## config.mk

```make
export PLATFORM = sky130hd
export DESIGN_NAME = debug_uart_tx
export DESIGN_NICKNAME = d
export VERILOG_FILES = /design/src/rtl/uart_defs.sv /design/src/rtl/sync_fifo.sv /design/src/rtl/debug_uart_tx.sv
export SDC_FILE = /design/constraint.sdc
export NUM_CORES = 1
export LEC_CHECK = 0
export BUFFER_PORTS_ARGS = -buffer_cell sky130_fd_sc_hd__buf_2
export CAP_MARGIN = 20
export CELL_PAD_IN_SITES_DETAIL_PLACEMENT = 0
export CELL_PAD_IN_SITES_GLOBAL_PLACEMENT = 2
export CORE_UTILIZATION = 47
export DETAILED_ROUTE_END_ITERATION = 10
export GPL_TIMING_DRIVEN = 0
export PLACE_DENSITY = 0.85
export SETUP_SLACK_MARGIN = 0.4
export SKIP_CTS_REPAIR_TIMING = 1
export SLEW_MARGIN = 20
export SYNTH_ARGS = -nofsm -noshare
export SYNTH_HDL_FRONTEND = slang
export SYNTH_HIERARCHICAL = 1
export SYNTH_SLANG_ARGS = --single-unit
export TNS_END_PERCENT = 50
```

## constraint.sdc

```tcl
create_clock -name clk -period 3.55 [get_ports clk]
set_input_delay 0.5325 -clock clk [delete_from_list [all_inputs] [get_ports clk]]
set_output_delay 0.5325 -clock clk [all_outputs]
set_load 0.01 [all_outputs]
```

## src/rtl/uart_defs.sv

```systemverilog
// Shared UART definitions: FSM state encodings and the bit-period rounding
// helper. The receive side imports the same package.
package uart_defs;

   typedef enum logic [2:0] {
      ST_IDLE   = 3'd0,
      ST_START  = 3'd1,
      ST_DATA   = 3'd2,
      ST_PARITY = 3'd3,
      ST_STOP   = 3'd4
   } uart_state_t;

   // Clocks per bit, rounded to nearest.
   function automatic int clks_per_bit(input int clk_hz, input int baud);
      return (clk_hz + baud / 2) / baud;
   endfunction

endpackage

```

## src/rtl/sync_fifo.sv

```systemverilog
// Synchronous first-word-fall-through FIFO. Pointers carry one extra wrap
// bit so full and empty are told apart without a separate counter.
module sync_fifo #(
   parameter int WIDTH = 8,
   parameter int DEPTH = 16
) (
   input  logic                     clk,
   input  logic                     rst,
   input  logic                     wr_en,
   input  logic [WIDTH-1:0]         din,
   input  logic                     rd_en,
   output logic [WIDTH-1:0]         dout,
   output logic                     full,
   output logic                     empty,
   output logic [$clog2(DEPTH):0]   level
);

   localparam int AW = $clog2(DEPTH);

   logic [WIDTH-1:0] mem [DEPTH];
   logic [AW:0]      wr_ptr;
   logic [AW:0]      rd_ptr;
   logic             do_wr;
   logic             do_rd;

   // Writes are dropped when full, reads when empty.
   assign do_wr = wr_en && !full;
   assign do_rd = rd_en && !empty;

   assign full  = (wr_ptr[AW] != rd_ptr[AW]) && (wr_ptr[AW-1:0] == rd_ptr[AW-1:0]);
   assign empty = (wr_ptr == rd_ptr);
   assign level = wr_ptr - rd_ptr;
   assign dout  = mem[rd_ptr[AW-1:0]];

   // Storage array; contents are don't-care after reset.
   always_ff @(posedge clk) begin
      if (do_wr) mem[wr_ptr[AW-1:0]] <= din;
   end

   // Pointer update, wrapping naturally through the extra MSB.
   always_ff @(posedge clk or posedge rst) begin
      if (rst) begin
         wr_ptr <= '0;
         rd_ptr <= '0;
      end else begin
         if (do_wr) wr_ptr <= wr_ptr + 1'b1;
         if (do_rd) rd_ptr <= rd_ptr + 1'b1;
      end
   end

endmodule

```

## src/rtl/debug_uart_tx.sv

```systemverilog
// Byte-stream UART transmitter: valid/ready byte port into a FIFO, 8N1-style
// LSB-first frames, back-to-back with no idle gap.
// Optional parity bit is compiled in with `UART_TX_PARITY_EN.
module debug_uart_tx
   import uart_defs::*;
#(
   parameter int CLK_HZ     = 50_000_000,
   parameter int BAUD       = 115200,
   parameter int FIFO_DEPTH = 16,
   parameter int STOP_BITS  = 1,
   parameter int PARITY_ODD = 0
) (
   input  logic                          clk,
   input  logic                          rst,
   input  logic [7:0]                    din,
   input  logic                          din_valid,
   output logic                          din_ready,
   output logic                          tx,
   output logic                          busy,
   output logic [$clog2(FIFO_DEPTH):0]   fifo_level
);

   localparam int             CPB      = clks_per_bit(CLK_HZ, BAUD);
   localparam int             TW       = $clog2(CPB);
   localparam logic [TW-1:0]  BIT_LAST = TW'(CPB - 1);
   localparam logic           STOP_LST = 1'(STOP_BITS - 1);

   // Reject configurations the timer and stop counter cannot represent.
   if (CPB < 4 || STOP_BITS < 1 || STOP_BITS > 2 || PARITY_ODD < 0 || PARITY_ODD > 1 ||
       FIFO_DEPTH < 2 || (FIFO_DEPTH & (FIFO_DEPTH - 1)) != 0) begin : g_bad_cfg
      $error("debug_uart_tx: unsupported parameter set");
   end

   uart_state_t   state;
   uart_state_t   state_nxt;
   logic [TW-1:0] timer;
   logic [2:0]    bit_cnt;
   logic          stop_cnt;
   logic [7:0]    shreg;
   logic          bit_done;
   logic          last_stop;
   logic          pop;
   logic          tx_nxt;
   logic          fifo_full;
   logic          fifo_empty;
   logic [7:0]    fifo_dout;
`ifdef UART_TX_PARITY_EN
   logic          par_bit;
`endif

   sync_fifo #(.WIDTH(8), .DEPTH(FIFO_DEPTH)) u_fifo (
      .clk   (clk),
      .rst   (rst),
      .wr_en (din_valid),
      .din   (din),
      .rd_en (pop),
      .dout  (fifo_dout),
      .full  (fifo_full),
      .empty (fifo_empty),
      .level (fifo_level)
   );

   // Ready follows the registered pointers only, so a pop never re-opens it
   // in the same cycle the FIFO is full.
   assign din_ready = !fifo_full;

   assign bit_done  = (timer == '0);
   assign last_stop = (stop_cnt == STOP_LST);

   // FSM state register.
   always_ff @(posedge clk or posedge rst) begin
      if (rst) state <= ST_IDLE;
      else     state <= state_nxt;
   end

   // FSM next-state: frames chain STOP -> START directly when more data waits.
   always_comb begin
      state_nxt = state;
      case (state)
         ST_IDLE:   if (!fifo_empty) state_nxt = ST_START;
         ST_START:  if (bit_done) state_nxt = ST_DATA;
`ifdef UART_TX_PARITY_EN
         ST_DATA:   if (bit_done && bit_cnt == 3'd7) state_nxt = ST_PARITY;
         ST_PARITY: if (bit_done) state_nxt = ST_STOP;
`else
         ST_DATA:   if (bit_done && bit_cnt == 3'd7) state_nxt = ST_STOP;
`endif
         ST_STOP:   if (bit_done && last_stop) state_nxt = fifo_empty ? ST_IDLE : ST_START;
         default:   state_nxt = ST_IDLE;
      endcase
   end

   // FSM outputs: FIFO pop and the line level for the current bit.
   always_comb begin
      pop    = !fifo_empty && ((state == ST_IDLE) ||
                               (state == ST_STOP && bit_done && last_stop));
      tx_nxt = 1'b1;
      case (state)
         ST_START:  tx_nxt = 1'b0;
         ST_DATA:   tx_nxt = shreg[0];
`ifdef UART_TX_PARITY_EN
         ST_PARITY: tx_nxt = par_bit;
`endif
         default:   tx_nxt = 1'b1;
      endcase
   end

   // Bit timer, bit/stop counters and shift register.
   always_ff @(posedge clk or posedge rst) begin
      if (rst) begin
         timer    <= BIT_LAST;
         bit_cnt  <= '0;
         stop_cnt <= 1'b0;
         shreg    <= '0;
`ifdef UART_TX_PARITY_EN
         par_bit  <= 1'b0;
`endif
      end else begin
         // Timer rests loaded in IDLE so START gets a full bit period.
         timer <= (state == ST_IDLE || bit_done) ? BIT_LAST : timer - 1'b1;

         if (pop)                              shreg <= fifo_dout;
         else if (state == ST_DATA && bit_done) shreg <= {1'b0, shreg[7:1]};

`ifdef UART_TX_PARITY_EN
         if (pop) par_bit <= (^fifo_dout) ^ 1'(PARITY_ODD);
`endif

         if (state != ST_DATA) bit_cnt <= '0;
         else if (bit_done)    bit_cnt <= bit_cnt + 1'b1;

         if (state != ST_STOP) stop_cnt <= 1'b0;
         else if (bit_done)    stop_cnt <= stop_cnt + 1'b1;
      end
   end

   // Registered line and busy; busy is aligned with the registered tx so it
   // drops the cycle after the last stop clock leaves the pin.
   always_ff @(posedge clk or posedge rst) begin
      if (rst) begin
         tx   <= 1'b1;
         busy <= 1'b0;
      end else begin
         tx   <= tx_nxt;
         busy <= (state != ST_IDLE) || (fifo_level != '0);
      end
   end

endmodule
```

==> results of run 1 <==
[worst max-delay path, stage by stage, from the launching register on]
cell and delay (ns):
dfrtp_1 0.34, buf_2 0.20, clkbuf_4 0.25, inv_1 0.10
fa_1 0.45, a21o_1 0.20, a21oi_1 0.17, xnor2_1 0.15
buf_2 0.16
[metrics by stage]
step,util [%],setup slack [ns],std cells,cell area [sq um]
6_report,54.6,0.569,659,7960
5_1_grt,54.6,0.428,659,7960
4_1_cts,54.3,0.0846,658,7930
3_5_place_dp,50.6,0.0924,626,7380
3_3_place_gp,50.4,0.00355,626,7360
2_1_floorplan,-,0.664,424,7040
[where the power goes]
part | total [mW] | switching [mW] | internal [mW]
clock network | 1.67 | 0.765 | 0.910
logic | 0.652 | 0.421 | 0.231
registers | 2.31 | 0.0545 | 2.26
total | 4.64 | 1.24 | 3.40
[cell families (layout without fill, tap and decap cells)]
logic type               count (synthesis)  after routing
multiplexers                            63             63
flip-flops                             164            164
AND/OR/NAND/NOR                         88             88
buffers and inverters                   34             85
XOR/XNOR                                20             20
adder cells (fa/ha/maj)                 13             13
AO/OA/AOI/OAI                           42             42
[registers in the layout, summed over array words and instances, names as in the netlist]
signal and flops:
u_fifo/mem 128, stop_cnt 1, u_fifo/wr_ptr 5, state 3
tx 1, shreg 8, bit_cnt 3, busy 1
u_fifo/rd_ptr 5, timer 9
[cell usage in the layout (no fill, tap or decap), types with 6 or more instances in the layout]
cell         n
clkbuf_16   17
clkbuf_1     7
a32oi_1      8
nor2_1      26
o21ai_1      8
mux4_1      16
a21oi_1      8
inv_1       13
edfxtp_1   128
ha_1        12
dfrtp_1     30
mux2_2       7
dfstp_2      6
mux2i_1     25
a22oi_1      8
mux4_2       8
buf_2       21
xor2_1       7
nand2_1     25
mux2_4       7
xnor2_1     13
[path summary, 6_finish.rpt]
| kind | startpoint | endpoint | slack, ns | cells past startpoint |
|---|---|---|---|---|
| setup reg to reg | u_fifo/rd_ptr[1] | u_fifo/rd_ptr[4] | 0.59 | 12 |
| hold / removal | rst | busy | 0.07 | 2 |
| min in group clk | timer[0] | timer[0] | 0.46 | 1 |
| hold reg to reg | timer[0] | timer[0] | 0.46 | 1 |
| max in group asynchronous | rst | timer[5] | 3.01 | 3 |
| setup / recovery | u_fifo/rd_ptr[1] | fifo_level[4] | 0.57 | 8 |
[per-layer routing]
metal | up-vias | share of wire (%) | track usage [%]
li1 | 1714 | - | -
met1 | 1902 | 43 | 25.0
met2 | 96 | 50 | 30.0
met3 | 13 | 4.9 | 3.52
met4 | 0 | 1.3 | 7.94
met5 | - | 0 | 0
[cell type report]
class	instances	area, sq um	area share, %
Multi-Input combinational cell	226	2130	26.8
Inverter	15	56.3	0.707
Sequential cell	164	4750	59.7
Tap cell	184	230	2.89
Clock buffer	17	425	5.34
Clock inverter	15	124	1.56
Buffer	19	125	1.57
Timing Repair Buffer	19	118	1.48
==> summary.md, run 1 <==
| Metric | Value |
|---|---|
| Proportion of synthesized chip area in sequential cells | 67.5% |
| Dpl hpwl | 9200 um |
| Gpl congestion | 0.753 |
| Mapped Area | 7040 sq um |
| N_diodes | 0 |
| Total gr overflow | 0 |
| Endpoints failing setup | 0 |
| Clock sink total | 164 |
| Total negative slack | 0 ns |
| Worst vdd ir | 365 uV |
| CTS tree | built |
| Top_reg_cell synth | edfxtp_1 |
| Via Count | 3,725 |
| Yosys reg bits | 164 |
| Power, Total | 4.64 mW |
| Final hold slack | 0.0665 ns |
| Layout Nets | 486 |
| # fillers | 1,146 |
| Clock root buffer | clkbuf_16 |
| Top cell type's share of synthesized area | 54.6% |
| Initial antenna violation count | 0 |
| Final Critical Period | 2.98 ns |
| Synth Instances | 424 |
| Post-synth top cells | edfxtp_1, dfrtp_1, nor2_1 |
| Synth Area in Compound Gates | 4.05% |
| Clk_lat worst skew | 0.42 ns |
| Maximum level of the CTS H-tree | 4 |
| Relative slew slack | 38.4% |
| Yosys warns | 6 |
| Fin crit share | 84.0% |
| Min-Delay Path Class | in2async |
| Initial Util | 48.2% |
| XOR/XNOR Fraction of Synth Area | 2.49% |
| Most numerous cell in the Yosys netlist | edfxtp_1 |
| Largest cells by area after synthesis | edfxtp_1, dfrtp_1, mux4_1 |
| CP arrival | 2.45 ns |
| DRC violations left | 0 |
| Synth cell types | 53 |
| Max Clock Freq | 336 MHz |
| # IOs | 19 |
| Total Wirelength | 13,600 um |
| Crit Path Category | reg2out |
| Drt pass-1 iters | 4 |
| Die Span X | 124 um |
| Startpoint Class | flop |
| Status | finished, final reports clean |
| Area Growth Syn to Fin | 13.1% |
| P_leak | 2.88 nW |
| Wirelength per Cell | 20.6 um |
| Max clock buf depth | 2 |
| Largest net degree at the start of global routing | 27 |
| Core ar. | 14,600 sq um |
| Vias in the first global route | 3,724 |
| Synth Area in Adders | 2.42% |
| Cell row count | 44 |
| Post-synthesis mux area share | 14.7% |
| Worst EP required | 3.02 ns |
| Iteration-0 DRC Markers | 173 |
| First-pass GRT wire length | 21,100 um |
| Via density | 5.65 |
| Clock Skews | 0.00952 ns |
| Height of the die | 124 um |
| Post-synth ARST share | 22.0% |
| Syn_nets | 448 |
| Syn_area_per_cell | 16.6 sq um |
| Clock slew at reported path FFs | 0.06 ns |
| Overall routing resource usage | 18.7% |
| Die area | 15,500 sq um |
| PD cells | 582 nW/um^2 |
| RSZ-0062 raised after global routing | no |
| Post-synth EDFFs | 128 |
| Worst Tran Pin Value | 0.920 ns |
| CTS buffer count | 17 |
| Cell taking the most area after synthesis | edfxtp_1 |
| Max Cap Viol | 0 |
| Setup crit end kind | primary output |
| Final ANT Viol Nets | 0 |
| Pins Over Slew Limit | 0 |
| Share of cells above drive strength 1 | 21.3% |
| I/O Buffers | 18 |
| Worst Path Max Fanout | 10 |
| Hold Violations, Final | 0 |
| Combinational family with the most area after synthesis | multiplexers |
| Post-synthesis simple-gate area fraction | 6.28% |
Power figures use the tool's default switching activity.
==> run 2, diff against run 1 <==
- clock period: 3.55 -> 2.9 ns (I/O delays scaled with it)
==> run 2 against run 1 <==
Against the previous run: via count shrank 0.32%; sequential power grew 23%; critical path depth shrank 1; clock power grew 29%; the flow now finishes with violations (hold timing); die area is the same; critical path type is now reg2reg; design area grew 1.9%; non-clock buffer count grew 6.
==> summary.md, run 2 (synthesized netlist as in run 1, its figures left out) <==
| Metric | Value |
|---|---|
| Status | finished with violations |
| Failing checks | hold timing |
| Die area | 15,500 sq um |
| Max Cap Viol | 0 |
| Largest net degree at the start of global routing | 27 |
| Gpl congestion | 0.767 |
| Most frequent cells in the layout | edfxtp_1, dfrtp_1, nand2_1, mux2i_1, buf_2 |
| Crit Path Category | reg2reg |
| Maximum level of the CTS H-tree | 4 |
| Crit path buf inv count | 2 |
| DP Area | 7420 sq um |
| Via density | 5.58 |
| Iteration-0 DRC Markers | 213 |
| First-pass GRT wire length | 21,000 um |
| DRC violations left | 0 |
| # IOs | 19 |
| Final ANT Viol Nets | 0 |
| Fin crit share | 88.1% |
| Pins Over Slew Limit | 0 |
| CTS buffer count | 17 |
| Max clock buf depth | 2 |
| Die Span X | 124 um |
| CTS tree | built |
| Clock root buffer | clkbuf_16 |
| N_diodes | 0 |
| M3 GR Usage | 4.30% |
| Overall routing resource usage | 18.4% |
| Final hold slack | -0.000109 ns |
| Worst vdd ir | 465 uV |
| Startpoint Class | flop |
| GR Layer Usage met2 | 29.3% |
| Max reg flops | 128 |
| Min-Delay Path Class | in2async |
| Initial Util | 48.2% |
| Cell Chain, Critical Path | clkinvlp_4 > ha_1 > nand4_1 > o21a_1 > buf_4 > nand2_1 > nor3_2 |
| P_leak | 2.93 nW |
| Final instance area | 8110 sq um |
| Vias in the first global route | 3,699 |
| Total Wirelength | 13,400 um |
| CP max stage delay | 0.66 ns |
| Setup crit end kind | flop |
| Reg2Reg Setup Slack | 0.34 ns |
| Height of the die | 124 um |
| Clock sink total | 164 |
| Wirelength per Cell | 20.1 um |
| CP arrival | 2.60 ns |
| Via Count | 3,713 |
| Crit path max-delay cell type | nor3_2 |
| Cell row count | 44 |
| Worst EP required | 2.95 ns |
| RSZ-0062 raised after global routing | yes |
| Worst Tran Pin Value | 0.803 ns |
| Initial antenna violation count | 0 |
| Worst Path Max Fanout | 9 |
| CP delay by family, top | simple AND/OR/NAND/NOR gates |
| Endpoints failing setup | 0 |
| I/O Buffers | 18 |
| Post-route insts no fill | 665 |
| Dpl hpwl | 9030 um |
| Clk_lat worst skew | 0.43 ns |
| Power, Total | 5.85 mW |
| Layer with the highest usage | met2 |
| Layout Nets | 492 |
| Clock slew at reported path FFs | 0.07 ns |
| Inst Count DP | 626 |
| Most common cell after layout, fill and taps aside | edfxtp_1 |
| Clock Skews | 0.0124 ns |
| Relative slew slack | 46.2% |
| Core ar. | 14,600 sq um |
| Share of cells above drive strength 1 | 26.0% |
| Drt pass-1 iters | 4 |
| Area Growth Syn to Fin | 15.3% |
| Final Critical Period | 2.56 ns |
| PD cells | 721 nW/um^2 |
| Hold Violations, Final | 2 |
| Total gr overflow | 0 |
| Met1 usage | 24.6% |
| Max Clock Freq | 391 MHz |
[run 2: worst paths after layout]
kind | from | to | cells past startpoint
hold reg to reg | timer[0] | timer[0] | 1
setup / recovery | u_fifo/rd_ptr[2] | u_fifo/mem[2][4] | 7
hold / removal | rst | u_fifo/wr_ptr[0] | 2
min in group clk | din[0] | u_fifo/mem[0][0] | 1
max in group asynchronous | rst | timer[4] | 2
setup reg to reg | u_fifo/rd_ptr[2] | u_fifo/mem[2][4] | 7
[run 2: where the power goes]
part	switching (mW)	internal [mW]
sequential	0.0695	2.76
combinational	0.546	0.325
clock	0.944	1.20
[run 2: final cells by class]
cell class	instances	area [sq um]
sequential	164	4750
clock buffer	17	425
tap	184	230
buffer	19	144
timing repair buffer	25	143
inverter	15	67.6
clock inverter	15	149
multi-input combinational	226	2200
fill	1097	6480
[run 2: worst reg2reg max path, stage by stage (launching register included)]
cell and delay, ns:
dfrtp_2 0.43, clkinvlp_4 0.15, ha_1 0.36, nand4_1 0.13, o21a_1 0.12, buf_4 0.15, nand2_1 0.18, nor3_2 0.66
[run 2: routing by layer]
metal / routed length (um) / up-vias
met2: 6660 / 65
met3: 471 / 20
met4: 225 / 0
li1: - / 1722
met1: 6010 / 1906
met5: 0 / -
[run 2: per-stage QoR]
stage | hold slack (ns) | utilization, % | setup slack, ns | setup TNS [ns]
floorplan | 0.275 | - | 0.417 | 0
detailed placement | 0.446 | 50.8 | 0.135 | 0
global placement | 0.438 | 50.7 | -0.173 | -5.33
global route | 0.0308 | 55.6 | 0.217 | 0
finish | -0.000109 | 55.6 | 0.344 | 0
CTS | -0.0143 | 54.8 | 0.115 | 0
==> run 3, diff against run 2 <==
- CORE_UTILIZATION: 47 -> 42
- PLACE_DENSITY: 0.85 -> 0.81
- clock period: 2.9 -> 2.05 ns (I/O delays scaled with it)
==> run 3 against run 2 <==
Against the previous run: highest routed layer unchanged; critical path depth increased by 1; combinational power up 84%; sequential cell count is the same; the run ends with setup timing left; routed wire length is 1.8% lower; global-route usage shrank 2.3 points; critical path type is now reg2out; critical endpoint is now fifo_level[4]; first-iteration DRC count is 15% higher.
==> summary.md, run 3 (synthesized netlist as in run 1, its figures left out) <==
| Metric | Value |
|---|---|
| Total negative slack | -6.53 ns |
| Iteration-0 DRC Markers | 245 |
| Height of the die | 131 um |
| Worst Tran Pin Value | 0.573 ns |
| Overall routing resource usage | 16.1% |
| Relative slew slack | 61.8% |
| Hold Startpoint | din[1] |
| Clk_lat worst skew | 0.43 ns |
| Area Growth Syn to Fin | 21.5% |
| Total gr overflow | 0 |
| Endpoints failing setup | 90 |
| Maximum level of the CTS H-tree | 4 |
| R2r startpoint | u_fifo/rd_ptr[1] |
| CP arrival | 2.10 ns |
| Fin crit share | 118% |
| Clock sink total | 164 |
| Final instance area | 8550 sq um |
| Crit path buf inv count | 3 |
| Worst Path Max Fanout | 3 |
| Min-Delay Path Class | in2reg |
| Max reg flops | 128 |
| Pins Over Slew Limit | 0 |
| Startpoint Class | flop |
| Max clock buf depth | 2 |
| # IOs | 19 |
| Worst vdd ir | 640 uV |
| Final ANT Viol Nets | 0 |
| Status | finished with violations |
| Crit Path Category | reg2out |
| Drt pass-1 iters | 5 |
| Worst Hold Depth | 1 |
| Via Count | 3,669 |
| Layout Nets | 507 |
| PnR worst setup slack | -0.359 ns |
| DP Area | 7590 sq um |
| Finished Core Util | 53.0% |
| Max Clock Freq | 415 MHz |
| Cell Chain, Critical Path | inv_2 > ha_4 > inv_2 > fa_2 > a21o_1 > a21oi_2 > xnor2_1 > buf_2 |
| I/O Buffers | 18 |
| CP most frequent cell | inv_2 |
| DRC violations left | 0 |
| R2R depth | 7 |
| WHS Endpoint | u_fifo/mem[0][1] |
| Core ar. | 16,100 sq um |
| Layer with the highest usage | met2 |
| Crit path max-delay cell type | dfrtp_1 |
| CTS buffer count | 17 |
| Failing checks | setup timing |
| Crit path from | u_fifo/wr_ptr[0] |
| P_leak | 3.07 nW |
| Met1 usage | 20.8% |
| First-pass GRT wire length | 20,600 um |
| Most common cell after layout, fill and taps aside | edfxtp_1 |
| Vias in the first global route | 3,740 |
| Dpl hpwl | 9010 um |
| Wirelength per Cell | 18.4 um |
| Reg2Reg Setup Slack | -0.30 ns |
| Clock root buffer | clkbuf_16 |
| Share of cells above drive strength 1 | 32.7% |
| Clock slew at reported path FFs | 0.07 ns |
| Worst EP required | 1.74 ns |
| PD cells | 999 nW/um^2 |
| Final Critical Period | 2.41 ns |
| RSZ-0062 raised after global routing | yes |
| Pre-CTS WS | -0.705 ns |
| Max Cap Viol | 0 |
| Die area | 17,300 sq um |
| Via density | 5.15 |
| CTS tree | built |
| Die Span X | 131 um |
| GR Layer Usage met2 | 25.7% |
| Cell row count | 46 |
| Initial antenna violation count | 0 |
| Initial Util | 43.7% |
| Clock Skews | 0.00881 ns |
| Setup crit end kind | primary output |
| Gpl congestion | 0.750 |
| N_diodes | 0 |
| CP max stage delay | 0.41 ns |
| CP delay by family, top | adder cells |
| # fillers | 1,315 |
| M3 GR Usage | 4.67% |
| R2r endpoint | shreg[6] |
| Hold Violations, Final | 0 |
| Most frequent cells in the layout | edfxtp_1, dfrtp_1, mux2i_1 |
| Largest net degree at the start of global routing | 27 |
| Power, Total | 8.54 mW |
| Total Wirelength | 13,100 um |
==> run 3: per-layer routing <==
metal  vias up  part of all wire, %  wire length [um]
met5         -                    0                 0
met4         0                  1.7               220
met3        16                  3.2               422
met2        56                   50              6570
met1      1841                   45              5900
li1       1756                    -                 -
==> run 3: through the flow <==
stage,std cells,hold WS (ns)
6_report,712,0.263
5_1_grt,712,0.263
4_1_cts,690,-0.133
3_5_place_dp,658,0.322
3_3_place_gp,658,0.317
2_1_floorplan,424,0.148
==> run 3: how the worst max path moves through the flow <==
stage	to	slack, ns	cells past startpoint
after floorplan	u_fifo/rd_ptr[4]	-0.31	12
after global placement	u_fifo/mem[13][6]	-0.67	7
after detailed placement	u_fifo/mem[14][6]	-0.71	7
after CTS	u_fifo/mem[14][1]	-0.71	7
after global routing	fifo_level[4]	-0.45	8
final	fifo_level[4]	-0.36	8
==> run 3: worst register-to-register path, stage by stage, from the launching register on <==
cell	delay, ns
dfrtp_1	0.36
buf_6	0.11
buf_4	0.15
clkbuf_1	0.46
mux4_2	0.42
a32oi_1	0.27
o21ai_1	0.18
mux2_4	0.29
==> run 3: layout make-up <==
type                            count  area [sq um]  area share (%)
Timing Repair Buffer               40           347            4.05
Multi-Input combinational cell    226          2390            27.9
Buffer                             19           164            1.92
Clock buffer                       18           429            5.02
Sequential cell                   164          4750            55.6
Tap cell                          216           270            3.16
Clock inverter                     14           118            1.38
Inverter                           15          80.1           0.937
==> run 3: power breakdown <==
group,switching [mW],internal [mW]
Clock,1.34,1.58
Combinational,0.949,0.654
Sequential,0.106,3.90
